==> src/rtl/rca_wb_serializer.sv <==
`default_nettype none
// ============================================================================
//  Module   : rca_wb_serializer
//  Purpose  : Captures one grid writeback commit (NUM_WRITE_PORTS results)
//             and drains the enabled, non-x0 results one by one onto the
//             single register-file writeback port, then pulses rca_done.
//  Revision : 1.0  initial release
// ============================================================================
module rca_wb_serializer #(
    parameter int XLEN            = 32,
    parameter int NUM_WRITE_PORTS = 2,
    parameter int ID_W            = 3
) (
    input  logic                            clk,
    input  logic                            rst_n,
    input  logic                            commit_valid,
    output logic                            commit_ready,
    input  logic [XLEN*NUM_WRITE_PORTS-1:0] commit_data,
    input  logic [5*NUM_WRITE_PORTS-1:0]    commit_rd_addr,
    input  logic [NUM_WRITE_PORTS-1:0]      commit_port_en,
    input  logic [ID_W-1:0]                 commit_id,
    input  logic                            flush,
    output logic                            wb_valid,
    input  logic                            wb_ack,
    output logic [4:0]                      wb_rd_addr,
    output logic [XLEN-1:0]                 wb_data,
    output logic [ID_W-1:0]                 wb_id,
    output logic                            rca_done,
    output logic [ID_W-1:0]                 rca_done_id
);

    localparam int c_IDX_W = (NUM_WRITE_PORTS > 1) ? $clog2(NUM_WRITE_PORTS) : 1;

    typedef enum logic [1:0] {
        ST_IDLE  = 2'd0,
        ST_DRAIN = 2'd1,
        ST_DONE  = 2'd2
    } state_t;

    state_t                     r_state;
    state_t                     w_state_nxt;
    logic [NUM_WRITE_PORTS-1:0] r_pending;
    logic [NUM_WRITE_PORTS-1:0] w_pending_nxt;
    logic [NUM_WRITE_PORTS-1:0] w_commit_mask;
    logic [NUM_WRITE_PORTS-1:0] w_sel_onehot;
    logic [c_IDX_W-1:0]         w_sel_idx;
    logic                       w_capture;
    logic [XLEN-1:0]            r_data [NUM_WRITE_PORTS];
    logic [4:0]                 r_rd   [NUM_WRITE_PORTS];
    logic [ID_W-1:0]            r_id;

    // A port only needs a writeback if it is enabled and does not target x0.
    generate
        for (genvar gi = 0; gi < NUM_WRITE_PORTS; gi++) begin : g_mask
            assign w_commit_mask[gi] = commit_port_en[gi] & (commit_rd_addr[gi*5 +: 5] != 5'd0);
        end
    endgenerate

    // Pick the lowest-index pending port (descending scan, last hit wins).
    always_comb begin
        w_sel_idx    = '0;
        w_sel_onehot = '0;
        for (int i = NUM_WRITE_PORTS - 1; i >= 0; i--) begin
            if (r_pending[i]) begin
                w_sel_idx       = i[c_IDX_W-1:0];
                w_sel_onehot    = '0;
                w_sel_onehot[i] = 1'b1;
            end
        end
    end

    // State and pending-mask register.
    always_ff @(posedge clk or negedge rst_n) begin
        if (!rst_n) begin
            r_state   <= ST_IDLE;
            r_pending <= '0;
        end else begin
            r_state   <= w_state_nxt;
            r_pending <= w_pending_nxt;
        end
    end

    // Commit capture of data, destinations and instruction id.
    always_ff @(posedge clk or negedge rst_n) begin
        if (!rst_n) begin
            r_id <= '0;
            for (int i = 0; i < NUM_WRITE_PORTS; i++) begin
                r_data[i] <= '0;
                r_rd[i]   <= '0;
            end
        end else if (w_capture) begin
            r_id <= commit_id;
            for (int i = 0; i < NUM_WRITE_PORTS; i++) begin
                r_data[i] <= commit_data[i*XLEN +: XLEN];
                r_rd[i]   <= commit_rd_addr[i*5 +: 5];
            end
        end
    end

    // Next-state logic and outputs; flush outranks ack and commit.
    always_comb begin
        w_state_nxt   = r_state;
        w_pending_nxt = r_pending;
        w_capture     = 1'b0;
        commit_ready  = 1'b0;
        wb_valid      = 1'b0;
        wb_rd_addr    = '0;
        wb_data       = '0;
        wb_id         = '0;
        rca_done      = 1'b0;
        rca_done_id   = '0;
        case (r_state)
            ST_IDLE: begin
                commit_ready = 1'b1;
                if (commit_valid && !flush) begin
                    w_capture     = 1'b1;
                    w_pending_nxt = w_commit_mask;
                    w_state_nxt   = (|w_commit_mask) ? ST_DRAIN : ST_DONE;
                end
            end
            ST_DRAIN: begin
                wb_valid   = 1'b1;
                wb_rd_addr = r_rd[w_sel_idx];
                wb_data    = r_data[w_sel_idx];
                wb_id      = r_id;
                if (flush) begin
                    w_pending_nxt = '0;
                    w_state_nxt   = ST_IDLE;
                end else if (wb_ack) begin
                    w_pending_nxt = r_pending & ~w_sel_onehot;
                    w_state_nxt   = (|(r_pending & ~w_sel_onehot)) ? ST_DRAIN : ST_DONE;
                end
            end
            ST_DONE: begin
                // A flush landing on the completion cycle cancels the pulse.
                rca_done      = ~flush;
                rca_done_id   = r_id;
                w_pending_nxt = '0;
                w_state_nxt   = ST_IDLE;
            end
            default: begin
                w_pending_nxt = '0;
                w_state_nxt   = ST_IDLE;
            end
        endcase
    end

endmodule
`default_nettype wire
==> config.mk <==
export PLATFORM = sky130hd
export DESIGN_NAME = rca_wb_serializer
export DESIGN_NICKNAME = d
export VERILOG_FILES = /design/src/rtl/rca_wb_serializer.sv
export SDC_FILE = /design/constraint.sdc
export NUM_CORES = 1
export LEC_CHECK = 0
export ABC_AREA = 1
export ABC_CLOCK_PERIOD_IN_PS = 2250
export CORE_MARGIN = 10
export CORE_UTILIZATION = 49
export CTS_CLUSTER_DIAMETER = 100
export CTS_CLUSTER_SIZE = 40
export DETAILED_ROUTE_END_ITERATION = 8
export PLACE_DENSITY = 0.88
export SYNTH_ARGS = -nofsm -noshare
export SYNTH_HDL_FRONTEND = slang
export SYNTH_SLANG_ARGS = --single-unit
==> constraint.sdc <==
create_clock -name clk -period 2.25 [get_ports clk]
set_input_delay 0.225 -clock clk [delete_from_list [all_inputs] [get_ports clk]]
set_output_delay 0.225 -clock clk [all_outputs]
set_load 0.02 [all_outputs]
==> out/results.txt <==
share of the synthesized area in the top cell type = 54.3%
Period Utilization, post-route = 98.5%
Worst-Skew Late Latency = 0.34 ns
Worst-Margin Slew = 0.492 ns
global-route wire length before repair = 17.5 mm
FMAX = 451 MHz
Syn Nets = 580
Pwr Total = 4370 uW
DR WL/cell = 15.2 um
DIE WIDTH = 107 um
Seq/Total Area, Yosys = 54.3%
Syn Area/Cell = 7.53 um^2
1st-pass router iterations = 4
worst min-delay path category = input port to async pin
Die H = 107 um
crit start category = flip-flop
Seq cells post-synth = 81
Worst Skew = 0.00995 ns
CP required = 2.03 ns
IO Count = 130
peak supply drop = 0.000401 V
PortBufs = 129
CTS tree = built
PnR worst setup slack = 0.0332 ns
die area = 11500 um^2
vias in the first global route = 3555
grt ovf = 0
Synth area leaders = dfrtp_1 54%, nand2_1 23%, nor2_1 8.7%, o21ai_0 4.6%, buf_2 2.3%
leakage power = 0.00320 uW
Simple-Gate Fraction of Synth Area = 33.5%
worst setup path startpoint = r_state[1]
Iter 0 DRT Violations = 217
Antenna Nets Post-Route = 0
clock sink count = 81
leading area contributor after synthesis = dfrtp_1
crit path DAT = 1.99 ns
CTS Root Buffer Type = clkbuf_8
synthesis-to-layout area growth = 45.6%
Max Cap Violations = 0
Post-Syn Instances = 496
Final HPWL DP = 7.86 mm
minimum clock period after layout = 2.22 ns
# nets final = 704
DR vias = 3509
clk slew on worst S/H paths = 0.08 ns
Initial Util = 50.9%
PwrDens = 804 nW/um^2
H-Tree Depth = 3
CP Capture Type = output pin
compound-cell area share of the yosys netlist = 6.27%
synthesized area = 3730 um^2
n_diodes = 0
Synth cell types = 19
drt drc = 0
worst r2r src = r_state[1]
DP Area = 5090 um^2
Core Region = 7330 um^2
CP Max Fanout = 19
initial antenna violation count = 0
RSZ-0062 raised after global routing = true
adder-cell share of the synthesized area = 0%
non-filler cells, final = 724
Routed WL = 11.0 mm
status = finished clean
final setup vio count = 0
Worst Setup Slack post-DPL = 0.385 ns
Global Route Usage Sum = 18.8%
headroom to the max-slew limit = 67.2%
largest family of logic cells by synthesized area = simple AND/OR/NAND/NOR gates
cts bufs inserted = 9
largest net degree at the start of global routing = 50
most common cell after layout, fill and taps aside = nand2_1
Final Slew Violations = 0
yosys warns = 0
most frequent cells in the layout = 233 x nand2_1, 93 x clkdlybuf4s50_1, 87 x nor2_1
mux share of post-synthesis cell area = 0%
placement row count = 31
final hold vios = 0
Placer Congestion = 0.792
Clock Path Buffers = 2
design area = 5440 um^2
dpl cells = 707
Post-CTS Setup Inserts = 0
layout cells sized above 1 = 5.60%
critical path class = flip-flop to output pin
vias per cell = 4.85
Post-Synth XOR/XNOR Area = 0%
-- repair_timing --
action	CTS	global route
hold endpoints to repair	34	0
resized for setup	1	34
setup endpoints to repair	1	39
hold buffers	1	0
-- where the power goes --
group | switching (uW) | internal, uW
clock | 518 | 771
sequential | 171 | 1780
combinational | 636 | 500
total | 1330 | 3050
-- registers in the layout, indices dropped and copies added (netlist names) --
name	flops
r_rd	10
r_pending	2
r_id	3
r_state	2
r_data	64
-- Yosys cell counts --
master	n
nand2_1	233
inv_2	4
nor2_1	87
inv_1	9
buf_6	5
nor3_1	1
dfrtp_1	81
o21ai_0	34
nor2_2	2
o21ai_1	9
buf_4	2
o22ai_1	1
o211ai_1	1
buf_2	17
nand2_4	1
nand3_1	4
a21oi_1	1
clkbuf_1	3
inv_4	1
-- final cells by class --
type / instances / area, um^2
sequential: 81 / 2030
fill: 520 / 1890
timing repair buffer: 140 / 1500
multi-input combinational: 374 / 1480
clock buffer: 10 / 138
tap: 99 / 124
clock inverter: 6 / 115
inverter: 14 / 55.1
-- per-stage QoR --
step	TNS, ns	hold WS [ns]	utilization [%]
3_3_place_gp	0	0.204	69.4
5_1_grt	-0.326	0.412	74.2
2_1_floorplan	0	-0.0706	-
3_5_place_dp	0	0.206	69.4
6_report	0	0.382	74.2
4_1_cts	0	0.381	73.0
-- final timing paths --
kind	end	slack (ns)	cells past startpoint
worst min register to register	r_data[15]	0.48	2
worst max register to register	r_id[0]	0.80	8
worst min-delay path	r_rd[5]	0.38	2
min in group clk	r_data[17]	0.42	3
worst max-delay path	wb_rd_addr[3]	0.03	5
max in group asynchronous	r_data[57]	1.25	3
-- routing by layer --
| layer | global-route usage (%) | vias up | part of all wire [%] |
|---|---|---|---|
| met5 | 0 | - | 0 |
| met4 | 8.41 | 0 | 2.5 |
| met3 | 4.25 | 17 | 6.4 |
| met2 | 32.1 | 127 | 52 |
| met1 | 22.0 | 1601 | 39 |
| li1 | - | 1764 | - |
-- cells by family after synthesis --
group,Yosys count
flip-flops,81
AND/OR/NAND/NOR,328
AO/OA/AOI/OAI,46
buffers and inverters,41
-- worst max-delay path, stage by stage, from the launching register on --
cell             delay [ns]
dfrtp_1                0.42
nor2_2                 0.13
buf_4                  0.22
o21ai_0                0.15
nor2_1                 0.12
clkdlybuf4s50_1        0.62
Note: power is estimated with default switching activity, not from simulation.
==> edit (same settings) <==
Re-encode `state_t` (3 states) as one-hot, 3 bits wide.
--- a/src/rtl/rca_wb_serializer.sv
+++ b/src/rtl/rca_wb_serializer.sv
@@ -32,8 +32,8 @@
     localparam int c_IDX_W = (NUM_WRITE_PORTS > 1) ? $clog2(NUM_WRITE_PORTS) : 1;
 
-    typedef enum logic [1:0] {
-        ST_IDLE  = 2'd0,
-        ST_DRAIN = 2'd1,
-        ST_DONE  = 2'd2
+    typedef enum logic [2:0] {
+        ST_IDLE  = 3'b001,
+        ST_DRAIN = 3'b010,
+        ST_DONE  = 3'b100
     } state_t;
 
Check against the original RTL: no difference found for any inputs over 10 cycles, from zero or initial values and one cycle with rst_n low; not proved beyond that.
==> edit against the unedited design <==
  * Register-to-register slack got worse by 130 ps
  * Design area fell by 1.2%
  * Synthesized area rose by 2.4%
  * Sequential cell count rose by 1
  * Count of clock-buffer cells in the layout rose by 1
  * Utilization fell by 3.9 points
  * Setup slack improved by 120 ps
  * Wire length barely moved
  * Global-route usage rose by 0.22 points
  * Power rose by 23%
  * Clock skew fell by 1.4 ps
  * Critical endpoint is now wb_valid
  * Largest cell class unchanged
==> edit: results (changes against the unedited design) <==
metric,value,unit,change
met2 WL,5.466,mm,was 5.704 mm
largest cells by area after synthesis,"dfrtp_1 53%, nand2_1 30%, a21oi_1 5.0%",,"was dfrtp_1 54%, nand2_1 23%, nor2_1 8.7%"
met3 usage,6.008,%,was 4.251%
"Cell Area, Synth",3822,sq um,was 3734 sq um
top post-synthesis cells by count,"305 x nand2_1, 81 x dfrtp_1, 38 x a21oi_1",,"was 233 x nand2_1, 87 x nor2_1, 81 x dfrtp_1"
hpwl dp,8.011,mm,was 7.861 mm
Non-Filler Instances,734,,was 724
post-synthesis cell count,501,,was 496
vias in the first global route,3872,,"was 3,555"
post-synthesis compound-gate area fraction,6.023,%,was 6.267%
GP Congestion,0.8417,,was 0.7922
Worst R2R End,r_data[39]$_DFFE_PN0P_,,was r_id[0]$_DFFE_PN0P_
register bit total from synthesis,82,,was 81
first-pass GRT wire length,18.20,mm,was 17.53 mm
slew margin rel.,63.55,%,was 67.17%
status,"complete, no violations",,unchanged
Layout clock area frac,3.794,%,was 4.648%
total routed wirelength,11.01,mm,was 11.02 mm
buffer share of cell area,26.42,%,was 27.50%
Worst R2R Start,r_state[0]$_DFFE_PN1P_,,was r_state[1]$_DFFE_PN0P_
Sequential cell area,2053,sq um,was 2027 sq um
metal3 WL,944,microns,was 702 microns
comb_multi_in,378,,was 374
Post-Route M1 WL,4.397,mm,was 4.335 mm
Register-to-Register Setup Slack,670,ps,was 800 ps
Comb pwr share,32.1,%,was 26.0%
initial DRC count,172,,was 217
worst-case reg-to-reg path depth,7,,was 8
==> edit: cell count changes after synthesis, moves of 4 or more <==
| cell | change |
|---|---|
| nand2_1 | +72 |
| a21oi_1 | +37 |
| o21ai_0 | -29 |
| buf_4 | +5 |
| o21ai_1 | -6 |
| buf_6 | +4 |
| buf_2 | -10 |
| nand3_1 | +4 |
| nor2_1 | -73 |
==> edit: worst min-delay path by stage <==
stage	start	endpoint	depth (start not counted)	slack (ps)
global route	commit_data[54]	r_data[22]$_DFFE_PN0P_	3	430
floorplan	rst_n	r_data[0]$_DFFE_PN0P_	0	-70
CTS	rst_n	r_rd[7]$_DFFE_PN0P_	2	410
finish	rst_n	r_rd[7]$_DFFE_PN0P_	2	400
detailed placement	rst_n	r_rd[7]$_DFFE_PN0P_	1	220
global placement	rst_n	r_rd[7]$_DFFE_PN0P_	1	210
==> edit: through the flow <==
stage,utilization [%],area [sq um]
after floorplan,-,3822
after global placement,67.41,5155
after detailed placement,67.41,5155
after CTS,69.81,5339
after global routing,70.29,5375
final,70.29,5375
